--- config.mk ---
export PLATFORM = sky130hd
export DESIGN_NAME = qr73_sys_encoder
export DESIGN_NICKNAME = d
export VERILOG_FILES = /design/src/rtl/qr73_sys_encoder.sv
export SDC_FILE = /design/constraint.sdc
export NUM_CORES = 1
export LEC_CHECK = 0
export ABC_CLOCK_PERIOD_IN_PS = 3320
export BUFFER_PORTS_ARGS = -buffer_cell sky130_fd_sc_hd__buf_2
export CAP_MARGIN = 20
export CORE_ASPECT_RATIO = 0.8
export CORE_MARGIN = 5
export CORE_UTILIZATION = 51
export CTS_BUF_LIST = sky130_fd_sc_hd__clkbuf_8 sky130_fd_sc_hd__clkbuf_16
export DETAILED_ROUTE_END_ITERATION = 6
export GPL_TIMING_DRIVEN = 0
export PLACE_DENSITY = 0.77
export SLEW_MARGIN = 20
export SYNTH_ARGS = -nofsm -noshare
export SYNTH_HDL_FRONTEND = slang
export SYNTH_SLANG_ARGS = --single-unit
--- constraint.sdc ---
create_clock -name clk -period 3.32 [get_ports clk]
set_input_delay 0.166 -clock clk [delete_from_list [all_inputs] [get_ports clk]]
set_output_delay 0.166 -clock clk [all_outputs]
set_load 0.01 [all_outputs]
--- src/rtl/qr73_sys_encoder.sv ---
// qr73_sys_encoder
// ----------------------------------------------------------------------------
// Systematic encoder for the (73,37) quadratic-residue code. It computes
// p(x) = m(x)*x^36 mod g(x), with g(x) = x^36 + G_LOW, one message bit per
// clock in a 36-stage LFSR. The result is presented as the codeword
// {msg, parity} behind a valid/ready handshake.
//
// Ports
//   clk        in   system clock, rising edge
//   rst        in   synchronous reset, active-high
//   msg_valid  in   msg_in valid
//   msg_ready  out  encoder can accept a message (registered)
//   msg_in     in   [36:0] message, bit 36 = highest degree, shifted first
//   cw_valid   out  codeword valid (registered)
//   cw_ready   in   downstream accepts codeword
//   cw_out     out  [72:0] codeword, [72:36]=message, [35:0]=parity
//   busy       out  high while the parity is being shifted
//
// Optional build macro QR73_ENC_BITSTREAM_EN adds a serial view of the
// codeword, streamed MSB first while the parallel word is offered:
//   bit_valid  out  serial bit valid
//   bit_out    out  serial bit
//   bit_last   out  marks codeword bit 0
//   bit_ready  in   serial consumer accepts bit
// With the macro defined, the encoder returns to idle only after both the
// parallel handshake and the final serial handshake, in either order.
// ----------------------------------------------------------------------------
module qr73_sys_encoder #(
    parameter logic [35:0] G_LOW = 36'h5D37FD975,
    parameter int          MSG_W = 37,
    parameter int          PAR_W = 36
) (
    input  logic                     clk,
    input  logic                     rst,
    input  logic                     msg_valid,
    output logic                     msg_ready,
    input  logic [MSG_W-1:0]         msg_in,
    output logic                     cw_valid,
    input  logic                     cw_ready,
    output logic [MSG_W+PAR_W-1:0]   cw_out,
    output logic                     busy
`ifdef QR73_ENC_BITSTREAM_EN
    ,
    output logic                     bit_valid,
    output logic                     bit_out,
    output logic                     bit_last,
    input  logic                     bit_ready
`endif
);

    localparam int         CW_W     = MSG_W + PAR_W;
    localparam logic [5:0] LAST_CNT = 6'(MSG_W - 1);

    typedef enum logic [1:0] {
        IDLE  = 2'd0,
        SHIFT = 2'd1,
        DONE  = 2'd2
    } state_t;

    // One step of the division register: shift up one degree and fold the
    // x^36 term (feedback) back in through the low coefficients of g(x).
    function automatic logic [PAR_W-1:0] lfsr_step(input logic [PAR_W-1:0] s,
                                                   input logic             b);
        logic fb;
        fb = b ^ s[PAR_W-1];
        return {s[PAR_W-2:0], 1'b0} ^ (fb ? G_LOW : {PAR_W{1'b0}});
    endfunction

    state_t             state;
    logic [MSG_W-1:0]   msg_reg;
    logic [PAR_W-1:0]   lfsr;
    logic [PAR_W-1:0]   lfsr_nxt;
    logic [5:0]         cnt;
    logic               msg_bit;
    logic               cw_fire;
    logic               done_exit;
`ifdef QR73_ENC_BITSTREAM_EN
    logic [6:0]         bit_idx;
    logic               bit_fire;
`endif

    always_comb begin
        // Message bits are consumed highest degree first.
        msg_bit  = msg_reg[LAST_CNT - cnt];
        lfsr_nxt = lfsr_step(lfsr, msg_bit);
        cw_fire  = cw_valid & cw_ready;
`ifdef QR73_ENC_BITSTREAM_EN
        bit_fire = bit_valid & bit_ready;
        // A side that has already completed has dropped its valid, so each
        // term is true once that side is finished, now or earlier.
        done_exit = (~cw_valid | cw_fire) & (~bit_valid | (bit_fire & bit_last));
`else
        done_exit = cw_fire;
`endif
    end

    always_ff @(posedge clk) begin
        if (rst) begin
            state     <= IDLE;
            msg_reg   <= '0;
            lfsr      <= '0;
            cnt       <= '0;
            msg_ready <= 1'b1;
            cw_valid  <= 1'b0;
            cw_out    <= '0;
            busy      <= 1'b0;
`ifdef QR73_ENC_BITSTREAM_EN
            bit_idx   <= 7'(CW_W - 1);
            bit_valid <= 1'b0;
            bit_out   <= 1'b0;
            bit_last  <= 1'b0;
`endif
        end else begin
            case (state)
                IDLE: begin
                    if (msg_valid && msg_ready) begin
                        msg_reg   <= msg_in;
                        lfsr      <= '0;
                        cnt       <= '0;
                        msg_ready <= 1'b0;
                        busy      <= 1'b1;
                        state     <= SHIFT;
                    end
                end

                SHIFT: begin
                    lfsr <= lfsr_nxt;
                    if (cnt == LAST_CNT) begin
                        // Last message bit: lfsr_nxt is the final parity.
                        busy     <= 1'b0;
                        cw_valid <= 1'b1;
                        cw_out   <= {msg_reg, lfsr_nxt};
                        state    <= DONE;
`ifdef QR73_ENC_BITSTREAM_EN
                        bit_idx   <= 7'(CW_W - 1);
                        bit_valid <= 1'b1;
                        bit_out   <= msg_reg[MSG_W-1];
                        bit_last  <= 1'b0;
`endif
                    end else begin
                        cnt <= cnt + 6'd1;
                    end
                end

                DONE: begin
                    if (cw_fire) begin
                        cw_valid <= 1'b0;
                    end
`ifdef QR73_ENC_BITSTREAM_EN
                    if (bit_fire) begin
                        if (bit_idx == 7'd0) begin
                            bit_valid <= 1'b0;
                            bit_last  <= 1'b0;
                        end else begin
                            bit_idx  <= bit_idx - 7'd1;
                            bit_out  <= cw_out[bit_idx - 7'd1];
                            bit_last <= (bit_idx == 7'd1);
                        end
                    end
`endif
                    if (done_exit) begin
                        msg_ready <= 1'b1;
                        state     <= IDLE;
                    end
                end

                default: begin
                    state     <= IDLE;
                    msg_ready <= 1'b1;
                    cw_valid  <= 1'b0;
                    busy      <= 1'b0;
                end
            endcase
        end
    end

endmodule

After elaboration in Yosys (flattened, before gate mapping)

Cells that the tools add are included.

Flip-flop bits (word level): 157
Input port bits: 41
Output and inout port bits: 76
Logic and storage cells: 56

Magnitude comparators: 1
Eq/ne operators: 7
Reductions and logical operators: 11
Bitwise logic cells: 6
Mux-type cells: 21
$add $sub $neg: 2

Operators by type and width:

| operator                                           | number |
|---|---|
| one-hot mux 36 bit (2 select lines)                | 1 |
| 2-to-1 mux 36 bit                                  | 1 |
| XOR 36 x 35 -> 36 bit                              | 1 |
| 2-to-1 mux 35 bit                                  | 1 |
| AND reduction 3 bit                                | 5 |
| 2-to-1 mux 6 bit                                   | 2 |
| one-hot mux 6 bit (2 select lines)                 | 1 |
| one-hot mux 1 bit (3 select lines)                 | 3 |
| inequality test 2 bit, second input constant       | 4 |
| < comparator 6 x 7 -> 1 bit, second input constant | 1 |
| 2-to-1 mux 1 bit                                   | 7 |
| adder 6 x 1 -> 6 bit, second input constant        | 1 |
| binary-select mux 1 bit (select 6 bit)             | 1 |
| == test 6 bit, second input constant               | 1 |
| 2-to-1 mux 2 bit                                   | 3 |
| one-hot mux 2 bit (3 select lines)                 | 1 |
| AND reduction 2 bit                                | 3 |
| subtractor 6 bit, first input constant             | 1 |
| NOT 1 bit                                          | 3 |
| == test 2 x 1 -> 1 bit, second input constant      | 1 |
| == test 2 bit, second input constant               | 1 |
| zero test 2 bit                                    | 1 |
| nonzero test 2 bit                                 | 1 |
| AND 1 bit                                          | 1 |
| other kinds (2)                                    | 2 |

Longest topological paths before layout

Depth after elaboration: 7
Gate-level depth with buffers: 13
Depth with buffers taken out: 9

Worst setup path before layout

OpenSTA, ideal clock, no wires.

Path type: reg-to-reg
Start: register cnt[0]
End: register lfsr[11]
Cell stages (with the launch flop): 13
Buffers on the path: 4
Setup slack: 0.038 ns
Required time: 3.186 ns
Arrival: 3.148 ns
Cells stage by stage: dfxtp_1 > clkbuf_1 > clkinv_1 > ha_1 > buf_2 > buf_2 > mux2i_1 > nand3_1 > a32o_1 > nand3_1 > mux2i_1 > clkbuf_1 > o22ai_1

Cells in the longest elaborated chain, start to end: 7

RTL lines:

| what                                   | RTL line | text |
|---|---|---|
| start: declaration                     | 73       | `logic [5:0] cnt;` |
| start signal: assignment               | 141      | `cnt <= cnt + 6'd1;` |
| subtractor 6 bit                       | 84       | `msg_bit = msg_reg[LAST_CNT - cnt];` |
| binary-select mux 1 bit (select 6 bit) | 84       |  |
| 2-to-1 mux 1 bit (implied by the code) | 84       |  |
| XOR 1 bit                              | 65       | `fb = b ^ s[PAR_W-1];` |
| 2-to-1 mux 35 bit                      | 66       | `return {s[PAR_W-2:0], 1'b0} ^ (fb ? G_LOW : {PAR_W{1'b0}});` |
| XOR 36 x 35 -> 36 bit                  | 66       |  |
| one-hot mux 36 bit (2 select lines)    | 114      | `case (state)` |
| end signal: assignment                 | 127      | `lfsr <= lfsr_nxt;` |
| end: declaration                       | 71       | `logic [PAR_W-1:0] lfsr;` |

Every way passes these cells. The select of a mux whose other input is x is not followed.
A chain may end at the register's enable or synchronous reset.

Final worst setup path

Start: register cnt[2]
End: register lfsr[28]

Same word-level chain as after synthesis.

==> flow_summary.ini <==
[status]
status = complete, no violations

[layout]
largest_register_ff_count = 73
antenna-diode-count = 0
syn_to_final_growth_pct = 25.9
layout_commonest_cell = nand2_1
fin_nets = 1155
drive_gt1_frac = 0.169
layout_common_cells = nand2_1 (221), dfxtp_1 (157), a21oi_1 (153)
fin_area_um2 = 9100
fin_cells = 1305
post-route-util = 0.662

[floorplanning]
start_util = 0.526
dieWidth_um = 143
ios = 117
dieHeight_um = 116
die_area_um2 = 16700
coreArea_um2 = 13700
rows = 38

[logic_synthesis]
synthMuxAreaShare = 0.0270
synthSimpleGateAreaFrac = 0.266
ys_types = 44
synth-edff-count = 0
synth-adder-area-share = 0.00346
synth_warnings = 0
syn_nets = 989
synth_area_um2 = 7230
synth_area_leaders = dfxtp_1 (43%), nand2_1 (11%), a21oi_1 (11%), o22ai_1 (4.1%), nand3_1 (3.6%)
syn_inst = 946
synth_top_area_cell = dfxtp_1
yosys.area_share.xor_xnor = 0.0171
synth_compound_area_frac = 0.205
avgSynthCellArea_um2 = 7.64
synthDominantCellAreaShare = 0.435
ys.flop_type = dfxtp_1
async_reset_ff_frac = 0
ys_seq_area_frac = 0.435
synth_top_family_by_area = simple AND/OR/NAND/NOR gates
ys_ff_latch = 157

[sta]
holdWs_ps = 12.0
relSlewSlack = 0.398
min_period_over_period = 0.970
rsz0062_at_grt = no
finalSetupViolCount = 0
clock_skew_ps = 10.6
final-hold-violation-count = 0
timing.fmax_mhz = 311
maxSlewViolCount = 0
worst_pin_slew_ps = 901
fin_crit_ps = 3220

[clocking]
cts_tree = built
clock_path_buffers = 2
path_clk_slew_ps = 60
cts_buffers = 17
htree_levels = 4
clock_latency_ps = 430
cts.sinks = 157
root_buffer = clkbuf_16

[routing]
firstDrtPassIters = 7
dr_total_vias = 7684
ant_nets = 0
viasPerCell = 5.89
wl_met3_um = 2330
dr_wl_met2_um = 9470
drc_errors = 0
wl_met1_um = 10100
wl_um = 22300
maxUsedRoutingLayer = met4
wl_per_cell_um = 17.1
dr.first_iter.drc_count = 729

[place]
placed_area_um2 = 8040
io_buffers = 116
dp_cells = 1242
hpwlAfterDp_um = 14800
place_congestion = 0.979

[pwr]
p_total_w = 0.00454
p_leak_nw = 3.35
ir_worst_vdd_mv = 0.424
powerDensity_nw_per_um2 = 499

[setup_path]
worstSetupPathType = flop to flop
r2r-start = cnt[2]
start_kind = flop
cp.arrival_ps = 3550
worstSetupStartpoint = cnt[2]
crit_path_end_kind = flop
critPathSlowestCell = nor3b_1
cp_cell_sequence = buf_2 > o21a_1 > nor3_1 > nor3b_1 > clkbuf_1 > a211oi_1 > or4_1 > o22ai_1
rrSetupSlack_ps = 100
ff2ff_path_depth = 8
cp_data_required_time_ps = 3650
max_stage_delay_ps = 760
cp_max_fo = 10
rr_endpoint = lfsr[28]

[worst_hold_path]
worst_hold_startpoint = msg_in[7]
holdPathEnd = msg_reg[7]
worst_hold_path_type = primary input to flop
holdPathStages = 3

[global_routing]
grt_remaining_overflow = 0
antenna_found_initial = 0
first_global_vias = 7191
grt_max_degree = 17
gr-usage-all-layers = 0.266
grt_pass1_wl_um = 35700

[run]
maxCapViolCount = 0
-- layer usage --
layer	vias up	GRT usage
met1	3564	0.390
met2	426	0.394
met3	41	0.0561
met4	0	0.0792
li1	3653	-
met5	-	0
-- cell usage after synthesis (2+ instances only) --
master,number
xnor2_1,5
a211oi_1,10
nand2b_1,4
o21ai_0,8
nand2_1,221
a31oi_1,3
or4_1,9
clkbuf_2,2
nor3b_1,3
buf_6,2
a32o_1,2
ha_1,2
clkbuf_1,62
a2111oi_0,3
a2111o_1,14
nor2b_1,7
dfxtp_1,157
nand3_1,52
inv_1,2
buf_2,4
or3_1,24
mux2i_1,15
nor3_1,10
nand4_1,5
nand3b_1,23
nor2_1,63
o22ai_1,47
a21oi_1,153
mux2_2,4
buf_1,11
xor2_1,6
-- report_power, final --
part,total [W],internal (W),switching (W)
sequential,0.00196,0.00192,0.0000375
combinational,0.000529,0.000186,0.000342
clock,0.00205,0.00123,0.000819
total,0.00454,0.00334,0.00120
-- worst max-delay path, delay by kind of cell (launching register included) --
family / cells / cell delay (ps)
AND/OR/NAND/NOR: 3 / 1270
buffers and inverters: 2 / 770
AO/OA/AOI/OAI: 3 / 550
flip-flops: 1 / 540
-- kinds of logic (layout without fill, tap and decap cells) --
| logic type | after synthesis | count (layout) |
|---|---|---|
| compound gates | 247 | 247 |
| xor+xnor | 12 | 12 |
| fa+ha+maj | 2 | 2 |
| buf+inv | 84 | 263 |
| flops | 157 | 157 |
| mux | 19 | 19 |
| simple gates | 425 | 425 |
-- stage by stage --
stage               setup TNS [ps]  setup slack (ps)
floorplan                        0              38.4
global placement            -43750             -1090
detailed placement          -42050             -1100
CTS                              0              18.1
global route                     0              5.61
finish                           0               101
-- layout make-up --
type	count	area, um2
Multi-Input combinational cell	705	3860
Buffer	81	357
Clock buffer	19	453
Inverter	3	16.3
Sequential cell	157	3140
Timing Repair Buffer	147	883
Tap cell	180	225
Clock inverter	13	163
Fill cell	1159	4640
-- what timing repair did --
action | in CTS | in global routing
setup buffers | 0 | 3
gates resized for setup | 27 | 13
pin swaps | 0 | 3
hold buffers | 28 | 0
hold endpoints to repair | 28 | 0
endpoints found under the setup margin | 48 | 41
-- worst max path at each step --
| stage | slack, ps | end |
|---|---|---|
| CTS | 20 | cw_out[32] |
| floorplan | 40 | lfsr[11] |
| finish | 100 | lfsr[28] |
| detailed placement | -1100 | cw_out[32] |
| global placement | -1090 | cw_out[28] |
| global route | 6 | cw_out[32] |
Note: power is estimated with default switching activity, not from simulation.
